**config.mk**
```make
export PLATFORM = sky130hd
export DESIGN_NAME = score_engine
export DESIGN_NICKNAME = d
export VERILOG_FILES = /design/src/rtl/score_engine.sv
export SDC_FILE = /design/constraint.sdc
export NUM_CORES = 1
export LEC_CHECK = 0
export ABC_AREA = 1
export BUFFER_PORTS_ARGS = -buffer_cell sky130_fd_sc_hd__buf_4
export CAP_MARGIN = 5
export CORE_MARGIN = 5
export CORE_UTILIZATION = 54
export CTS_CLUSTER_SIZE = 14
export DETAILED_ROUTE_END_ITERATION = 8
export GPL_ROUTABILITY_DRIVEN = 0
export PLACE_DENSITY = 0.78
export SYNTH_ARGS = -nofsm -noshare
export SYNTH_HDL_FRONTEND = slang
export SYNTH_SLANG_ARGS = --single-unit
```
**constraint.sdc**
```tcl
create_clock -name clk -period 3.2 [get_ports clk]
set_clock_uncertainty 0.1 [all_clocks]
set_input_delay 0.32 -clock clk [delete_from_list [all_inputs] [get_ports clk]]
set_output_delay 0.32 -clock clk [all_outputs]
set_load 0.02 [all_outputs]
```
**src/rtl/score_engine.sv**
```systemverilog
// score_engine: multi-lane rhythm-game scorer. Resolves per-lane judgements,
// tracks combo / best combo / misses, and accumulates a saturating score
// through a two-stage pipeline (stage 1 registers base points and the
// multiplier, stage 2 multiplies and adds into the score).
module score_engine #(
    parameter int LANES       = 4,
    parameter int SCORE_W     = 16,
    parameter int COMBO_W     = 8,
    parameter int TIER_SHIFT  = 4,
    parameter int MAX_MULT    = 17,
    parameter int PTS_PERFECT = 10,
    parameter int PTS_GOOD    = 5
) (
    input  logic               clk,
    input  logic               rst,
    input  logic [1:0]         game_state,
    input  logic               judge_valid,
    input  logic [LANES-1:0]   judge_perfect,
    input  logic [LANES-1:0]   judge_good,
    input  logic [LANES-1:0]   judge_miss,
    output logic [SCORE_W-1:0] score,
    output logic               score_valid,
    output logic [COMBO_W-1:0] combo,
    output logic [COMBO_W-1:0] max_combo,
    output logic [COMBO_W-1:0] miss_count,
    output logic [4:0]         multiplier,
    output logic               full_combo
);
    localparam logic [1:0] ST_SONG_SELECT = 2'd1;
    localparam logic [1:0] ST_GAME_PLAY   = 2'd2;
    localparam logic [1:0] ST_GAME_OVER   = 2'd3;

    localparam int CNT_W    = $clog2(LANES + 1);
    localparam int PTS_MAX  = (PTS_PERFECT > PTS_GOOD) ? PTS_PERFECT : PTS_GOOD;
    localparam int BASE_W   = $clog2(PTS_MAX * LANES + 1);
    localparam int ADD_W    = BASE_W + 5;
    localparam int SUM_W    = ((SCORE_W > ADD_W) ? SCORE_W : ADD_W) + 1;
    localparam int CSUM_W   = COMBO_W + CNT_W + 1;

    localparam logic [COMBO_W-1:0] COMBO_MAX = '1;
    localparam logic [SCORE_W-1:0] SCORE_MAX = '1;

    logic [COMBO_W-1:0] r_combo, r_max_combo, r_miss;
    logic [SCORE_W-1:0] r_score;
    logic               r_score_valid;
    logic [BASE_W-1:0]  r_base;
    logic [4:0]         r_mult;
    logic               r_s1_valid;

    logic [CNT_W-1:0]   w_np, w_ng, w_nm;
    logic               w_accept, w_clear;
    logic [31:0]        w_mult_raw;
    logic [4:0]         w_mult;
    logic [CSUM_W-1:0]  w_csum, w_msum;
    logic [COMBO_W-1:0] w_combo_nxt, w_miss_nxt;
    logic [BASE_W-1:0]  w_base;
    logic [ADD_W-1:0]   w_add;
    logic [SUM_W-1:0]   w_ssum;

    assign w_accept = judge_valid && (game_state == ST_GAME_PLAY);
    assign w_clear  = (game_state == ST_SONG_SELECT);

    // Per-lane priority resolution (perfect > good > miss) and counting
    always_comb begin
        w_np = '0;
        w_ng = '0;
        w_nm = '0;
        for (int l = 0; l < LANES; l++) begin
            if (judge_perfect[l])   w_np = w_np + CNT_W'(1);
            else if (judge_good[l]) w_ng = w_ng + CNT_W'(1);
            else if (judge_miss[l]) w_nm = w_nm + CNT_W'(1);
        end
    end

    // Tiered multiplier from the current combo register
    always_comb begin
        w_mult_raw = 32'((r_combo - COMBO_W'(1)) >> TIER_SHIFT) + 32'd2;
        if (r_combo == '0)
            w_mult = 5'd1;
        else if (w_mult_raw > 32'(MAX_MULT))
            w_mult = 5'(MAX_MULT);
        else
            w_mult = w_mult_raw[4:0];
    end

    // Next combo / miss count with clamping, and base points of the event
    always_comb begin
        w_csum = CSUM_W'(r_combo) + CSUM_W'(w_np) + CSUM_W'(w_ng);
        w_msum = CSUM_W'(r_miss) + CSUM_W'(w_nm);
        if (w_nm != '0)
            w_combo_nxt = '0;
        else if (w_csum > CSUM_W'(COMBO_MAX))
            w_combo_nxt = COMBO_MAX;
        else
            w_combo_nxt = w_csum[COMBO_W-1:0];
        w_miss_nxt = (w_msum > CSUM_W'(COMBO_MAX)) ? COMBO_MAX : w_msum[COMBO_W-1:0];
        w_base = BASE_W'(PTS_PERFECT * int'(w_np) + PTS_GOOD * int'(w_ng));
    end

    // Stage 2 arithmetic: full-width product, compare before clamping
    always_comb begin
        w_add  = ADD_W'(r_base) * ADD_W'(r_mult);
        w_ssum = SUM_W'(r_score) + SUM_W'(w_add);
    end

    // Stage 1: capture base/multiplier and update combo counters on accept
    always_ff @(posedge clk or posedge rst) begin
        if (rst) begin
            r_combo     <= '0;
            r_max_combo <= '0;
            r_miss      <= '0;
            r_base      <= '0;
            r_mult      <= '0;
            r_s1_valid  <= 1'b0;
        end else if (w_clear) begin
            r_combo     <= '0;
            r_max_combo <= '0;
            r_miss      <= '0;
            r_base      <= '0;
            r_mult      <= '0;
            r_s1_valid  <= 1'b0;
        end else if (w_accept) begin
            r_combo     <= w_combo_nxt;
            r_miss      <= w_miss_nxt;
            if (w_combo_nxt > r_max_combo) r_max_combo <= w_combo_nxt;
            r_base      <= w_base;
            r_mult      <= w_mult;
            r_s1_valid  <= 1'b1;
        end else begin
            r_s1_valid  <= 1'b0;
        end
    end

    // Stage 2: saturating score accumulate with a one-cycle valid pulse
    always_ff @(posedge clk or posedge rst) begin
        if (rst) begin
            r_score       <= '0;
            r_score_valid <= 1'b0;
        end else if (w_clear) begin
            r_score       <= '0;
            r_score_valid <= 1'b0;
        end else begin
            r_score_valid <= r_s1_valid;
            if (r_s1_valid)
                r_score <= (w_ssum > SUM_W'(SCORE_MAX)) ? SCORE_MAX : w_ssum[SCORE_W-1:0];
        end
    end

    assign score       = r_score;
    assign score_valid = r_score_valid;
    assign combo       = r_combo;
    assign max_combo   = r_max_combo;
    assign miss_count  = r_miss;
    assign multiplier  = w_mult;
    assign full_combo  = (game_state == ST_GAME_OVER) && (r_miss == '0) && (r_max_combo != '0);
endmodule

```
==> results.cfg <==
[run_status]
run_status = finished with violations
violations = negative setup slack

[placed_design]
pre_cts_ws_ns = -1.71
portBuffers = 63
dp_hpwl_um = 10800

[clocking]
cts.sinks = 53
h-tree-depth = 2
clock_tree.root_cell = clkbuf_8
numCtsBuffers = 5
clock_path_buffers = 2
cts.clk_slew.worst_paths_ns = 0.11
clk_latency_ns = 0.33
tritoncts = yes

[logic_synthesis]
yosysTopAreaCellShare_pct = 25.1
synthTopCellsByArea = dfrtp_1 (25%), nand2_1 (16%), ha_1 (15%)
synthTopCellsByCount = nand2_1 (220), inv_1 (131), ha_1 (62)
yosys_warnings = 0
synth-seq-cells = 53
syn_avg_cell_area_um2 = 7.38
synth_cells = 716
netlist.top_cell.by_area = dfrtp_1
synth_cell_types = 40
synth_edf_count = 0
seq_area_frac_synth_pct = 25.1
syn_nets = 823
synth_most_common_cell = nand2_1
synth-async-reset-ratio_pct = 100
synth_ff_type = dfrtp_1
synth_area_mm2 = 0.00529

[power]
leakagePower_nw = 4.36
peakVddDrop_mv = 0.336
power_density_mw_per_mm2 = 405

[critical_path]
cp_num_cells = 30
cp-start-kind = input pin
cpMostUsedCell = nand2_2
crit_path_max_fanout = 4
slowest_delay_ns = 0.51
worst_setup_path_end_kind = flop
crit_required_ns = 3.38
crit_buf_inv = 6
slowest_stage = fa_1
path_class = input pin to flop
arrival_ns = 4.71
cp_top_family = adder cells
reg2reg_depth = 19

[global_routing]
grtUsageTotal_pct = 25.6
antenna_found_initial = 0
grt.overflow.total = 0
grt_pass1_wl_um = 24300
first_global_vias = 5537
grt_max_degree = 29

[routing]
post_drt_wl_per_cell_um = 17.8
vias = 5857
drt_iter0_drc = 562
drc_errors = 0
drtAntennaViolNets = 0
post_drt_via_cell_ratio = 5.62
wirelength_um = 18500
drt_first_pass_iters = 7

[sta]
period_share_pct = 142
final-max-slew-violation-count = 0
tns_ns = -22.40
fin_ws_ns = -1.34
period_minus_slack_ns = 4.54
tightest_slew_ns = 1.12
rsz0062_at_grt = yes
hold_viol_final = 0
fmax_ghz = 0.220
max-slew-margin-rel_pct = 25.0
finalSetupViolations = 43

[floorplanning]
start_util_pct = 54.8
num_rows = 36
die_y_um = 109
die_x_um = 109
io_pins = 64
core_area_mm2 = 0.00964
die_area_mm2 = 0.0119

[hold_path]
min_path_type = flop to flop
holdPathStages = 2

[cells_and_area]
antennaDiodeCount = 0
drive_above_1_share_pct = 42.1
fillers = 554
final_net_count = 1016
syn_to_final_growth_pct = 48.9

[job]
maxCapViolCount = 0
-- cell families after synthesis --
logic type / synth area share [%]
XOR/XNOR: 3.95
adder cells (fa/ha/maj): 25.3
AO/OA/AOI/OAI: 7.69
buffers and inverters: 10.5
flip-flops: 25.1
AND/OR/NAND/NOR: 27.5
-- metal layers --
layer	vias up	wire (um)	share of wire, %	global-route usage (%)
met4	0	1060	5.7	10.2
met3	105	1150	6.2	3.49
li1	2635	-	-	-
met1	2775	6610	36	28.4
met5	-	0	0	0
met2	342	9690	52	48.6
-- tightest hold or removal path, cell delays in order (launching register included) --
cell and delay, ns:
dfrtp_1 0.38, nand2_1 0.06, nand2_1 0.07
-- sequential cells by signal (all words and copies together), names as in the netlist --
| signal | count |
|---|---|
| r_mult | 5 |
| max_combo | 8 |
| score_valid | 1 |
| r_s1_valid | 1 |
| miss_count | 8 |
| score | 16 |
| combo | 8 |
| r_base | 6 |
-- final cells by class --
| class | count | area, um^2 | share of cell area, % |
|---|---|---|---|
| sequential | 53 | 1340 | 17.0 |
| timing repair buffer | 195 | 1550 | 19.7 |
| inverter | 131 | 513 | 6.52 |
| tap | 133 | 166 | 2.12 |
| clock buffer | 6 | 82.6 | 1.05 |
| multi-input combinational | 523 | 4210 | 53.5 |
| clock inverter | 1 | 7.51 | 0.0954 |
-- power breakdown --
| part | switching [mW] | internal, mW |
|---|---|---|
| sequential | 0.0629 | 0.721 |
| combinational | 1.11 | 0.856 |
| clock | 0.262 | 0.172 |
| total | 1.44 | 1.75 |
-- through the flow --
stage               power [mW]  instances  hold slack (ns)  cell area (um^2)  utilization [%]
floorplan                 1.65        716            0.421              5470                -
global placement          2.08        987            0.318              6680             69.3
detailed placement        2.16        987            0.336              6680             69.3
CTS                       2.63       1015            0.446              7140             74.1
global route              3.36       1042            0.469              7870             81.6
finish                    3.19       1042            0.439              7870             81.6
-- placed cells by master, fill, tap and decap left out, types with 7 or more instances in the layout --
| cell type | n |
|---|---|
| nand2_4 | 13 |
| inv_1 | 114 |
| a21oi_1 | 13 |
| nor2_4 | 10 |
| nor2_2 | 10 |
| nand3_1 | 10 |
| ha_2 | 8 |
| ha_4 | 11 |
| o21ai_1 | 15 |
| a21oi_2 | 9 |
| nor2_1 | 27 |
| nand4_1 | 23 |
| nand3_2 | 15 |
| xor2_1 | 10 |
| buf_6 | 21 |
| o21ai_0 | 7 |
| fa_1 | 24 |
| nand2_1 | 178 |
| dfrtp_2 | 11 |
| ha_1 | 43 |
| inv_2 | 13 |
| dfrtp_1 | 42 |
| buf_4 | 172 |
| nand2_2 | 34 |
-- repair_timing --
item                                   CTS  global route
buffers inserted                        20            26
endpoints found under the hold margin   25             0
setup endpoints to repair               47            51
gates resized for setup                 59           138
hold buffers                             1             0
pin swaps                               25            59
gates cloned                             1             1
-- final timing paths --
check	start	end	slack [ns]
max reg2reg	combo[1]$_DFFE_PP0P_	max_combo[5]$_DFFE_PP0P_	-0.44
max in group asynchronous	rst	r_base[2]$_DFFE_PP0P_	1.59
min	score[0]$_DFFE_PP0P_	score[0]$_DFFE_PP0P_	0.44
min reg2reg	score[0]$_DFFE_PP0P_	score[0]$_DFFE_PP0P_	0.44
max	judge_good[0]	max_combo[5]$_DFFE_PP0P_	-1.34
min in group asynchronous	rst	score[11]$_DFFE_PP0P_	0.53
Power figures use the tool's default switching activity.
